===== src/rtl/soi_probe_pkg.sv =====
// soi_probe_pkg: shared types and default sizes for the SOI probe transmitter.
//   record_kind_e : tags a buffered record as a captured sample or a drop marker
//   *_DEF         : default widths/depth used by soi_probe_tx
package soi_probe_pkg;

    localparam int SOI_W_DEF  = 8;
    localparam int DEPTH_DEF  = 8;
    localparam int TS_W_DEF   = 16;
    localparam int DROP_W_DEF = 8;

    typedef enum logic {
        KIND_SAMPLE = 1'b0,
        KIND_DROP   = 1'b1
    } record_kind_e;

endpackage


===== src/rtl/soi_probe_fifo.sv =====
// soi_probe_fifo: DEPTH x WIDTH record buffer with registered pointers and a
// combinational head read.
//   clk, rst_n       : clock, async active-low reset (pointers/occupancy only)
//   i_push, i_data   : write request and record; ignored when full
//   i_pop            : read request; ignored when empty
//   o_head           : record at the head (valid when !o_empty)
//   o_full, o_empty  : occupancy flags, registered
//   o_level          : occupancy 0..DEPTH
module soi_probe_fifo #(
    parameter int WIDTH = 9,
    parameter int DEPTH = 8
) (
    input  logic                     clk,
    input  logic                     rst_n,
    input  logic                     i_push,
    input  logic [WIDTH-1:0]         i_data,
    input  logic                     i_pop,
    output logic [WIDTH-1:0]         o_head,
    output logic                     o_full,
    output logic                     o_empty,
    output logic [$clog2(DEPTH):0]   o_level
);

    localparam int AW    = $clog2(DEPTH);
    localparam int LVL_W = AW + 1;

    logic [WIDTH-1:0] r_mem [DEPTH];
    logic [AW-1:0]    r_wr_ptr;
    logic [AW-1:0]    r_rd_ptr;
    logic [LVL_W-1:0] r_count;
    logic             w_do_push;
    logic             w_do_pop;

    assign o_full    = (r_count == LVL_W'(DEPTH));
    assign o_empty   = (r_count == '0);
    assign o_level   = r_count;
    assign o_head    = r_mem[r_rd_ptr];
    assign w_do_push = i_push & ~o_full;
    assign w_do_pop  = i_pop & ~o_empty;

    // NOTE: storage is deliberately not reset; only pointers and count are,
    // and the head is never observed while the count says empty.
    always_ff @(posedge clk) begin
        if (w_do_push) begin
            r_mem[r_wr_ptr] <= i_data;
        end
    end

    // Pointers wrap naturally because DEPTH is a power of two.
    always_ff @(posedge clk or negedge rst_n) begin
        if (!rst_n) begin
            r_wr_ptr <= '0;
            r_rd_ptr <= '0;
            r_count  <= '0;
        end else begin
            if (w_do_push) r_wr_ptr <= r_wr_ptr + 1'b1;
            if (w_do_pop)  r_rd_ptr <= r_rd_ptr + 1'b1;
            case ({w_do_push, w_do_pop})
                2'b10:   r_count <= r_count + 1'b1;
                2'b01:   r_count <= r_count - 1'b1;
                default: r_count <= r_count;
            endcase
        end
    end

endmodule


===== src/rtl/soi_probe_tx.sv =====
// soi_probe_tx: captures a record whenever the observed vector changes, the
// host forces a sample, or capture is first enabled; buffers records and
// streams them out over valid/ready. Samples lost to a full buffer are
// reported later by a drop-marker record carrying the loss count.
//   clk, rst_n            : clock, async active-low reset
//   en                    : capture enable (draining continues when low)
//   soi                   : observed vector
//   force_smp             : capture current soi regardless of change
//   out_valid / out_ready : record handshake
//   out_kind              : 0 sample, 1 drop marker
//   out_data              : sample value or zero-extended drop count
//   out_ts                : capture timestamp
//   level                 : buffer occupancy
// Build option: define SOI_PROBE_TS_EN to include the timestamp counter;
// otherwise out_ts is tied to zero and records carry no timestamp.
module soi_probe_tx
    import soi_probe_pkg::*;
#(
    parameter int SOI_W  = SOI_W_DEF,
    parameter int DEPTH  = DEPTH_DEF,
    parameter int TS_W   = TS_W_DEF,
    parameter int DROP_W = DROP_W_DEF
) (
    input  logic                     clk,
    input  logic                     rst_n,
    input  logic                     en,
    input  logic [SOI_W-1:0]         soi,
    input  logic                     force_smp,
    output logic                     out_valid,
    input  logic                     out_ready,
    output logic                     out_kind,
    output logic [SOI_W-1:0]         out_data,
    output logic [TS_W-1:0]          out_ts,
    output logic [$clog2(DEPTH):0]   level
);

    // Record layout depends on module parameters, so it lives here rather
    // than in the package.
    typedef struct packed {
        record_kind_e     kind;
        logic [SOI_W-1:0] data;
`ifdef SOI_PROBE_TS_EN
        logic [TS_W-1:0]  ts;
`endif
    } rec_t;

    localparam int                REC_W    = $bits(rec_t);
    localparam logic [DROP_W-1:0] DROP_MAX = '1;

    logic [SOI_W-1:0]  r_soi_q;
    logic              r_en_q;
    logic [DROP_W-1:0] r_drop;
    logic [DROP_W-1:0] w_drop_nxt;
    logic              w_event;
    logic              w_push;
    rec_t              w_push_rec;
    rec_t              w_head;
    logic              w_full;
    logic              w_empty;

`ifdef SOI_PROBE_TS_EN
    logic [TS_W-1:0]   r_ts;

    always_ff @(posedge clk or negedge rst_n) begin
        if (!rst_n) r_ts <= '0;
        else        r_ts <= r_ts + 1'b1;
    end
`endif

    // NOTE: sequential state uses non-blocking assignments so every register
    // samples pre-edge values regardless of process ordering.
    always_ff @(posedge clk or negedge rst_n) begin
        if (!rst_n) begin
            r_soi_q <= '0;
            r_en_q  <= 1'b0;
            r_drop  <= '0;
        end else begin
            r_soi_q <= soi;
            r_en_q  <= en;
            r_drop  <= w_drop_nxt;
        end
    end

    // en_q low means this is the first enabled cycle: take a baseline sample.
    assign w_event = en & ((soi != r_soi_q) | force_smp | ~r_en_q);

    // A pending marker wins the slot; a sample in the same cycle becomes the
    // first loss of the next marker. "Full" is sampled before the pop.
    // NOTE: every always_comb output gets a default first so no latch forms.
    always_comb begin
        w_push     = 1'b0;
        w_push_rec = '0;
        w_drop_nxt = r_drop;
        if (r_drop != '0 && !w_full) begin
            w_push          = 1'b1;
            w_push_rec.kind = KIND_DROP;
            w_push_rec.data = SOI_W'(r_drop);
            w_drop_nxt      = w_event ? DROP_W'(1) : '0;
        end else if (w_event && !w_full) begin
            w_push          = 1'b1;
            w_push_rec.kind = KIND_SAMPLE;
            w_push_rec.data = soi;
        end else if (w_event && r_drop != DROP_MAX) begin
            w_drop_nxt = r_drop + 1'b1;
        end
`ifdef SOI_PROBE_TS_EN
        w_push_rec.ts = r_ts;
`endif
    end

    soi_probe_fifo #(
        .WIDTH (REC_W),
        .DEPTH (DEPTH)
    ) u_fifo (
        .clk     (clk),
        .rst_n   (rst_n),
        .i_push  (w_push),
        .i_data  (w_push_rec),
        .i_pop   (out_ready),
        .o_head  (w_head),
        .o_full  (w_full),
        .o_empty (w_empty),
        .o_level (level)
    );

    // Outputs are forced to zero while empty so uninitialised storage never
    // shows up on the bus.
    assign out_valid = ~w_empty;
    assign out_kind  = w_empty ? 1'b0 : w_head.kind;
    assign out_data  = w_empty ? '0 : w_head.data;
`ifdef SOI_PROBE_TS_EN
    assign out_ts    = w_empty ? '0 : w_head.ts;
`else
    assign out_ts    = '0;
`endif

endmodule


===== config.mk =====
export PLATFORM = sky130hd
export DESIGN_NAME = soi_probe_tx
export DESIGN_NICKNAME = d
export VERILOG_FILES = /design/src/rtl/soi_probe_pkg.sv /design/src/rtl/soi_probe_fifo.sv /design/src/rtl/soi_probe_tx.sv
export SDC_FILE = /design/constraint.sdc
export NUM_CORES = 1
export LEC_CHECK = 0
export ABC_CLOCK_PERIOD_IN_PS = 2600
export BUFFER_PORTS_ARGS = -buffer_cell sky130_fd_sc_hd__buf_2
export CAP_MARGIN = 10
export CORE_ASPECT_RATIO = 1.75
export CORE_UTILIZATION = 50
export DETAILED_ROUTE_END_ITERATION = 7
export GPL_TIMING_DRIVEN = 1
export PLACE_DENSITY = 0.72
export SLEW_MARGIN = 20
export SYNTH_ARGS = -nofsm -noshare
export SYNTH_HDL_FRONTEND = slang
export SYNTH_SLANG_ARGS = --single-unit

===== constraint.sdc =====
create_clock -name clk -period 2.6 [get_ports clk]
set_input_delay 0.52 -clock clk [delete_from_list [all_inputs] [get_ports clk]]
set_output_delay 0.52 -clock clk [all_outputs]
set_load 0.01 [all_outputs]

==> qor.yml, run 1 <==
drcViolationCount: 0
cts-root-buf: "clkbuf_16"
synthToLayoutAreaGrowth_pct: 16.6
post-route-util_pct: 60.0
synth_warnings: 0
fin_area_mm2: 0.00517
slew_violations: 0
synthDistinctLibCells: 45
synth_simple_gate_area_share_pct: 8.02
ios: 43
tritoncts: "built"
slew_headroom_pct: 38.3
htreeDepth: 3
synth-seq-cells: 99
clockBufferDepth: 2
drtIter0Drc: 128
synthTopCellsByArea: "edfxtp_1 49%, dfrtp_1 15%, mux4_2 9.1%"
firstDrtPassIters: 6
rsz0062_at_grt: "no"
ys_async_sr_fraction_pct: 27.3
cp_cell_sequence: "inv_1 -> ha_1 -> nand3_2 -> o21a_1 -> o21ai_1 -> buf_4 -> buf_4 -> nor2_1"
place_congestion: 0.886
via_count: 2502
crit_fanout: 9
hpwl_mm: 6.01
clock.fmax_mhz: 416
yosysTopAreaCell: "edfxtp_1"
synthXorXnorAreaFrac_pct: 3.36
numCtsBuffers: 9
status: "finished, final reports clean"
avgRoutedWirePerCell_um: 18.5
path_clk_slew_ps: 70
skew_ps: 8.98
fin_nets: 351
hold_path_class: "in -> async"
min_period_ps: 2400
arrival_ps: 2370
grt_pass1_wl_mm: 13.1
cpMostUsedCell: "buf_4"
die_w_um: 73.2
synthCells: 285
powerDensity_mw_per_mm2: 1130
grt_pass1_vias: 2607
grt_max_degree: 28
synth_edf_count: 72
crit_type: "reg -> reg"
synth_top_area_share_pct: 48.8
totalWireLength_mm: 8.38
dieArea_mm2: 0.00926
setup_violations: 0
crit_path_end_kind: "flop"
rows: 45
cts_hold_buffers: 0
r2r_start: "r_drop[1]$_DFFE_PN0P_"
vias_per_cell: 5.52
hold_viol: 0
reg2reg_depth: 8
grt.total_usage_pct: 20.3
synth_seq_area_share_pct: 64.0
yosys-mux-area-fraction_pct: 11.9
drive_above_1_share_pct: 31.5
postSynthAreaPerCell_um2: 15.6
worstPathRequired_ps: 2560
max_stage_delay_ps: 710
slowest_stage: "nor2_1"
reg2reg_to: "u_fifo.r_mem[7][5]$_DFFE_PP_"
synthAdderAreaFrac_pct: 1.98
synth_top_family_by_area: "multiplexers"
synth_compound_area_share_pct: 5.96
initial_core_util_pct: 51.5
antenna_found_initial: 0
grt.overflow.total: 0
synthesis.area_mm2: 0.00443
tightest_slew_ps: 921
chipHeight_um: 127
core_area_mm2: 0.00861
synthFlopType: "edfxtp_1"
finalCritPeriodShare_pct: 92.4
final_cell_mix: "72 x edfxtp_1, 26 x buf_2, 26 x dfrtp_1"
r2r_setup_slack_ps: 200
antennaDiodeCount: 0
dpl_cell_area_mm2: 0.00482
cts.sinks: 99
cp-start-kind: "flop"
port_buffers: 26
peakVddDrop_v: 0.000570
power_leakage_uw: 0.00195
max_cap_violations: 0
final_common_cell: "edfxtp_1"
clock_latency_ps: 340
drtAntennaViolNets: 0
[routing by layer]
metal,track usage [%],up-vias,wire (µm)
li1,-,1158,-
met1,20.9,1262,3020
met2,37.1,60,4810
met3,4.37,22,258
met4,11.0,0,284
met5,0,-,0
[Yosys cell counts (3+ instances only)]
library cell / count
edfxtp_1: 72
dfrtp_1: 27
mux4_2: 18
buf_4: 16
nor2_1: 14
xnor2_1: 11
mux2i_1: 9
nand3_1: 9
a21oi_1: 8
a22o_1: 8
nand2_1: 8
ha_1: 7
clkbuf_1: 6
xor2_1: 6
buf_1: 5
inv_1: 5
nor3_1: 5
nor2b_1: 4
buf_2: 3
mux2_2: 3
nand3b_1: 3
nor4b_1: 3
o31ai_1: 3
or4_1: 3
[final cells by class]
cell class / count / area (µm²)
Sequential cell: 99 / 2840
Timing Repair Buffer: 51 / 330
Tap cell: 117 / 146
Clock inverter: 3 / 21.3
Multi-Input combinational cell: 165 / 1540
Clock buffer: 13 / 272
Fill cell: 657 / 3440
Inverter: 5 / 18.8
[metrics by stage]
stage	std cells	setup TNS [ps]	power, µW	setup slack [ps]	hold WS (ps)
detailed placement	435	-317	4590	-156	568
finish	453	0	5820	197	189
floorplan	300	-2280	3880	-98.6	224
CTS	451	0	5850	3.26	219
global route	453	0	6140	24.4	234
global placement	435	-104	4510	-58.5	522
[sequential cells by signal, indices dropped and copies added (netlist names)]
signal and count:
u_fifo.r_rd_ptr 3, r_en_q 1, r_drop 8, r_soi_q 8, u_fifo.r_wr_ptr 3, u_fifo.r_mem 72, u_fifo.o_level 4
[how the worst max path moves through the flow]
stage,from,end
4_1_cts,r_drop[5]$_DFFE_PN0P_,u_fifo.o_level[3]$_DFFE_PN0P_
5_1_grt,r_soi_q[1]$_DFF_PN0_,u_fifo.o_level[3]$_DFFE_PN0P_
6_report,r_drop[1]$_DFFE_PN0P_,u_fifo.r_mem[7][5]$_DFFE_PP_
2_1_floorplan,soi[1],u_fifo.r_mem[4][0]$_DFFE_PP_
3_5_place_dp,soi[7],u_fifo.o_level[3]$_DFFE_PN0P_
3_3_place_gp,soi[7],u_fifo.o_level[3]$_DFFE_PN0P_
[power breakdown]
| group | total [µW] | switching, µW | leakage (µW) | internal, µW |
|---|---|---|---|---|
| registers | 2420 | 225 | 0.00100 | 2200 |
| logic | 2130 | 1120 | 0.000808 | 1020 |
| clock network | 1270 | 539 | 0.000141 | 733 |
[worst max-delay path: cells and delay by family, from the launching register on]
kind / cells / cell delay (ps)
and+or+nand+nor: 2 / 830
DFF: 1 / 440
AOI/OAI and AO/OA: 2 / 170
adders and majority gates: 1 / 190
buffers and inverters: 3 / 380
[repair_timing]
| action | in CTS | in global routing |
|---|---|---|
| buffers inserted | 0 | 2 |
| endpoints found under the setup margin | 0 | 2 |
| gates resized for setup | 0 | 7 |
[logic make-up after synthesis]
logic type,after synthesis
simple gates,62
xor+xnor,17
mux,30
compound gates,33
other cells,1
flops,99
fa+ha+maj,7
buf+inv,36
Note: power is estimated with default switching activity, not from simulation.
==> inputs of run 2 (changes only) <==
CORE_MARGIN = 5   (was unset)
PLACE_DENSITY = unset   (was 0.72)
PLACE_DENSITY_LB_ADDON = 0.2   (was unset)
==> run 2 against run 1 <==
- combinational power decreased by 2%
- clock-buffer cell count decreased by 3
- sequential power about the same
- maximum frequency decreased by 3.1%
- clock skew fell by 0.59 ps
- register-to-register slack worse by 80 ps
- power increased by 1.8%
- critical path depth is 2 higher
- highest routed layer unchanged
==> qor.yml, run 2 (synthesis gave the netlist of run 1 again) <==
reg2reg_to: "u_fifo.o_level[3]$_DFFE_PN0P_"
vias_per_cell: 5.55  # +0.52%
crit_path_end_kind: "flop"
chipHeight_um: 135  # +6.3%
arrival_ps: 2750  # +380 ps
clock.fmax_mhz: 403  # -3.1%
dieArea_mm2: 0.0109  # +18%
grtUsageMet2_pct: 30.2  # -6.9 points
path_clk_slew_ps: 70  # about the same
drive_above_1_share_pct: 30.2  # -1.3 points
place_ws_ps: -109  # +47.3 ps
layout_setup_ws_ps: 121  # -76.9 ps
drcViolationCount: 0  # unchanged
reg2reg_depth: 10  # +2
synthToLayoutAreaGrowth_pct: 16.5
num-fill-cells: 678  # +3.2%
hpwl_mm: 6.02  # +0.12%
tightest_slew_ps: 913  # -8.91 ps
peakVddDrop_v: 0.000542  # -5.0%
r2r_start: "u_fifo.o_level[2]$_DFFE_PN0P_"
initial_core_util_pct: 51.1  # -0.33 points
cts-root-buf: "clkbuf_16"
global_route.usage.met3_pct: 4.34  # -0.029 points
slowest_stage: "or4b_4"
post_cts_buffers: 0  # unchanged
grt.total_usage_pct: 17.4  # -3.0 points
cp_cell_sequence: "or4b_4 -> o21a_1 -> o21ai_1 -> buf_4 -> ha_2 -> nor2b_2 -> a21oi_1 -> o32a_1 -> nor2_1 -> xor2_1"
hold_viol: 0  # unchanged
grt_pass1_vias: 2613  # +0.23%
finalPower_uw: 5930  # +1.8%
port_buffers: 26  # unchanged
post-route-util_pct: 59.6  # -0.46 points
finalCritPeriodShare_pct: 95.4  # +3.0 points
crit_type: "reg -> reg"
power_leakage_uw: 0.00194  # -0.51%
numCtsBuffers: 9  # unchanged
top_register: "u_fifo.r_mem"
max_cap_violations: 0  # unchanged
use_met1_pct: 19.4  # -1.5 points
htreeDepth: 3  # unchanged
antennaDiodeCount: 0  # unchanged
rows: 45  # unchanged
grt_max_degree: 28  # unchanged
powerDensity_mw_per_mm2: 1150  # +2.0%
slew_violations: 0  # unchanged
drtIter0Drc: 163  # +27%
slew_headroom_pct: 38.9  # +0.60 points
crit_fanout: 8  # -1
fin_nets: 349  # -0.57%
clock_latency_ps: 340  # about the same
max_stage_delay_ps: 580  # -130 ps
firstDrtPassIters: 4  # -2
setup_violations: 0  # unchanged
skew_ps: 8.40  # -0.586 ps
crit_start: "u_fifo.o_level[2]$_DFFE_PN0P_"
die_w_um: 81.2  # +11%
final_common_cell: "edfxtp_1"
min_period_ps: 2480  # +76.9 ps
setup-tns-final_ps: 0  # unchanged
cts.sinks: 99  # unchanged
antenna_found_initial: 0  # unchanged
drtAntennaViolNets: 0  # unchanged
gr-max-usage-layer: "met2"
tritoncts: "built"
clockBufferDepth: 2  # unchanged
multiInputGateArea_mm2: 0.00153  # -1.1%
register_area_mm2: 0.00284  # unchanged
grt_pass1_wl_mm: 13.7  # +4.4%
setup.worst_path.end: "u_fifo.o_level[3]$_DFFE_PN0P_"
largest_register_ffs: 72  # unchanged
reg_top3: "u_fifo.r_mem: 72 flops, r_drop: 8 flops, r_soi_q: 8 flops"
ios: 43  # unchanged
via_count: 2504  # +0.080%
holdWs_ps: 197  # +8.68 ps
core_area_mm2: 0.00867  # +0.65%
status: "finished, final reports clean"
hold_path_class: "in -> async"
final_cell_mix: "72 x edfxtp_1, 26 x buf_2, 26 x dfrtp_1"
place_congestion: 0.877  # -1.1%
grt.overflow.total: 0  # unchanged
worstPathRequired_ps: 2870  # +310 ps
r2r_setup_slack_ps: 120  # -80 ps
totalWireLength_mm: 8.50  # +1.4%
cp-start-kind: "flop"
avgRoutedWirePerCell_um: 18.9  # +1.9%
==> run 2: cell count changes in the layout (fill, tap and decap cells not counted), sizes merged <==
| cell | previous run | this run |
|---|---|---|
| clkbuf | 13 | 10 |
| inv | 5 | 6 |
| bufinv | 0 | 2 |
| buf | 51 | 49 |
==> run 2: power by group <==
part,switching [µW],internal [µW]
Sequential,241,2190
Clock,559,845
Combinational,1100,993
Total,1900,4030
==> run 2: through the flow <==
stage	instance area, µm²	cells
4_1_cts	5140	451
3_3_place_gp	4820	435
2_1_floorplan	4530	300
3_5_place_dp	4820	435
6_report	5160	451
5_1_grt	5160	451
==> run 2: timing repair <==
action | 4_1_cts | 5_1_grt
setup endpoints to repair | 0 | 2
gates resized for setup | 0 | 5
hold buffers | 0 | 0
==> run 2: worst min-delay path by stage <==
stage | end | start | cells past startpoint
6_report | u_fifo.r_wr_ptr[0]$_DFFE_PN0P_ | rst_n | 1
5_1_grt | u_fifo.r_wr_ptr[0]$_DFFE_PN0P_ | rst_n | 1
4_1_cts | u_fifo.o_level[0]$_DFFE_PN0P_ | rst_n | 1
3_5_place_dp | u_fifo.o_level[3]$_DFFE_PN0P_ | u_fifo.o_level[3]$_DFFE_PN0P_ | 1
3_3_place_gp | u_fifo.o_level[3]$_DFFE_PN0P_ | u_fifo.o_level[3]$_DFFE_PN0P_ | 1
2_1_floorplan | r_drop[0]$_DFFE_PN0P_ | rst_n | 0
==> run 2: per-layer routing <==
metal	vias to the layer above	share of wire, %
met3	22	4.2
li1	1153	-
met4	0	3.1
met2	71	56
met5	-	0
met1	1258	37
==> run 2: area by class of cell <==
type | instances | share of cell area [%]
sequential | 99 | 55.0
clock inverter | 6 | 1.72
multi-input combinational | 165 | 29.6
timing repair buffer | 49 | 6.11
inverter | 5 | 0.363
clock buffer | 10 | 4.43
tap | 117 | 2.83
==> run 2: critical path, delay by kind of cell (launching register included) <==
| kind | cells | cell delay [ps] |
|---|---|---|
| AND/OR/NAND/NOR | 3 | 860 |
| buffers and inverters | 1 | 180 |
| AO/OA/AOI/OAI | 4 | 520 |
| adder cells (fa/ha/maj) | 1 | 230 |
| flip-flops | 1 | 470 |
| XOR/XNOR | 1 | 140 |
==> inputs of run 3 (changes only) <==
CTS_BUF_LIST = sky130_fd_sc_hd__clkbuf_8   (was unset)
==> run 3 against run 2 <==
- clock skew increased by 2.7 ps
- die area unchanged
- wire length increased by 0.67%
- first-iteration DRC count increased by 2.5%
- sequential share of layout area increased by 1.0 points
- power decreased by 5.5%
- worst hold slack got worse by 24 ps
- critical path depth unchanged
- core utilization decreased by 1.1 points
- largest cell class unchanged
- largest power group unchanged
==> qor.yml, run 3 (synthesis gave the netlist of run 1 again) <==
place_congestion: 0.877  # unchanged
worstPathRequired_ps: 2890  # +20 ps
powerDensity_mw_per_mm2: 1110  # -3.7%
dieArea_mm2: 0.0109  # unchanged
antennaDiodeCount: 0  # unchanged
synthToLayoutAreaGrowth_pct: 14.3
crit_path_end_kind: "flop"
crit_fanout: 8  # unchanged
core_area_mm2: 0.00867  # unchanged
final_cell_mix: "72 x edfxtp_1, 26 x buf_2, 26 x dfrtp_1"
largest_register_ffs: 72  # unchanged
reg2reg_to: "u_fifo.o_level[3]$_DFFE_PN0P_"
max_cap_violations: 0  # unchanged
chipHeight_um: 135  # unchanged
fin_area_mm2: 0.00507  # -1.9%
hold_path_class: "in -> async"
slew_headroom_pct: 37.8  # -1.1 points
hold_viol: 0  # unchanged
max_stage_delay_ps: 570  # about the same
status: "finished, final reports clean"
fin_nets: 350  # +0.29%
cp-start-kind: "flop"
via_count: 2534  # +1.2%
top_register: "u_fifo.r_mem"
finalCritPeriodShare_pct: 95.1  # -0.28 points
grt.total_usage_pct: 17.2  # -0.18 points
port_buffers: 26  # unchanged
reg2reg_depth: 10  # unchanged
cts.sinks: 99  # unchanged
r2r_setup_slack_ps: 130  # about the same
antenna_found_initial: 0  # unchanged
setup_violations: 0  # unchanged
cp_cell_sequence: "or4b_4 -> o21a_1 -> o21ai_1 -> buf_4 -> ha_2 -> nor2b_1 -> a21oi_1 -> o32a_1 -> nor2_1 -> xor2_1"
totalWireLength_mm: 8.56  # +0.67%
power_leakage_uw: 0.00190  # -1.9%
drive_above_1_share_pct: 30.1  # -0.090 points
path_clk_slew_ps: 90  # +20 ps
dpl_cell_area_mm2: 0.00482  # unchanged
tritoncts: "built"
cts_hold_buffers: 0  # unchanged
grt_pass1_wl_mm: 13.6  # -0.35%
final_common_cell: "edfxtp_1"
path_delay_family: "simple AND/OR/NAND/NOR gates"
htreeDepth: 3  # unchanged
tightest_slew_ps: 930  # +17.0 ps
clock_latency_ps: 360  # +20 ps
ios: 43  # unchanged
grt_max_degree: 28  # unchanged
cts-root-buf: "clkbuf_8"
clock.fmax_mhz: 404  # +0.29%
skew_ps: 11.1  # +2.67 ps
cp_num_buf_inv: 1  # unchanged
r2r_start: "u_fifo.o_level[2]$_DFFE_PN0P_"
post-route-util_pct: 58.4  # -1.1 points
slowest_stage: "or4b_4"
peakVddDrop_v: 0.000495  # -8.6%
drcViolationCount: 0  # unchanged
initial_core_util_pct: 51.1  # unchanged
min_period_ps: 2470  # -7.24 ps
drtAntennaViolNets: 0  # unchanged
grt.overflow.total: 0  # unchanged
grt_pass1_vias: 2615  # +0.077%
vias_per_cell: 5.61  # +0.97%
numCtsBuffers: 9  # unchanged
drtIter0Drc: 167  # +2.5%
arrival_ps: 2760  # about the same
avgRoutedWirePerCell_um: 18.9  # +0.45%
clockBufferDepth: 2  # unchanged
die_w_um: 81.2  # unchanged
reg_top3: "u_fifo.r_mem: 72 flops, r_drop: 8 flops, r_soi_q: 8 flops"
slew_violations: 0  # unchanged
rows: 45  # unchanged
hpwl_mm: 6.02  # unchanged
crit_type: "reg -> reg"
firstDrtPassIters: 4  # unchanged
run 3: layout make-up:
cell class	count	area, µm²
inverters	5	18.8
clock buffers	9	124
fillers	696	3600
multi-input cells	165	1520
flip-flops and latches	99	2840
repair buffers	50	323
clock inverters	7	92.6
well taps	117	146
run 3: layer usage:
| metal | wire length, µm | up-vias | global-route usage [%] |
|---|---|---|---|
| li1 | - | 1156 | - |
| met1 | 3220 | 1282 | 19.3 |
| met2 | 4740 | 74 | 30.4 |
| met3 | 305 | 22 | 3.54 |
| met4 | 295 | 0 | 8.18 |
| met5 | 0 | - | 0 |
run 3: timing repair:
| action | in CTS | in global routing |
|---|---|---|
| gates resized for setup | 0 | 4 |
| endpoints found under the setup margin | 0 | 2 |
| setup buffers | 0 | 1 |
run 3: where the power goes:
| part | leakage (µW) | internal (µW) | switching, µW |
|---|---|---|---|
| Clock | 0.000109 | 541 | 518 |
| Sequential | 0.00100 | 2190 | 236 |
| Combinational | 0.000793 | 1000 | 1120 |
| Total | 0.00190 | 3730 | 1870 |
run 3: per-stage QoR:
stage	total power, µW	cells	setup slack [ps]	TNS [ps]	hold WS (ps)
after floorplan	3880	300	-98.6	-2280	224
after global placement	4530	435	-3.36	-3.36	559
after detailed placement	4600	435	-109	-152	574
after CTS	5660	451	66.5	0	170
after global routing	5950	452	-33.4	-49.7	185
final	5600	452	128	0	173
run 3: worst max path at each step:
| stage | slack (ps) | depth (start not counted) | startpoint | to |
|---|---|---|---|---|
| global route | -30 | 11 | r_drop[5]$_DFFE_PN0P_ | u_fifo.o_level[3]$_DFFE_PN0P_ |
| global placement | -3 | 12 | soi[1] | u_fifo.o_level[3]$_DFFE_PN0P_ |
| detailed placement | -110 | 12 | soi[1] | u_fifo.o_level[3]$_DFFE_PN0P_ |
| floorplan | -100 | 6 | soi[1] | u_fifo.r_mem[4][0]$_DFFE_PP_ |
| CTS | 70 | 11 | r_drop[5]$_DFFE_PN0P_ | u_fifo.o_level[3]$_DFFE_PN0P_ |
| finish | 130 | 10 | u_fifo.o_level[2]$_DFFE_PN0P_ | u_fifo.o_level[3]$_DFFE_PN0P_ |
run 3: worst reg2reg max path: stages (launching register included):
cell     delay, ps
dfrtp_2        450
or4b_4         570
o21a_1         120
o21ai_1         60
buf_4          180
ha_2           240
nor2b_1        180
a21oi_1         60
o32a_1         290
nor2_1         110
xor2_1         140
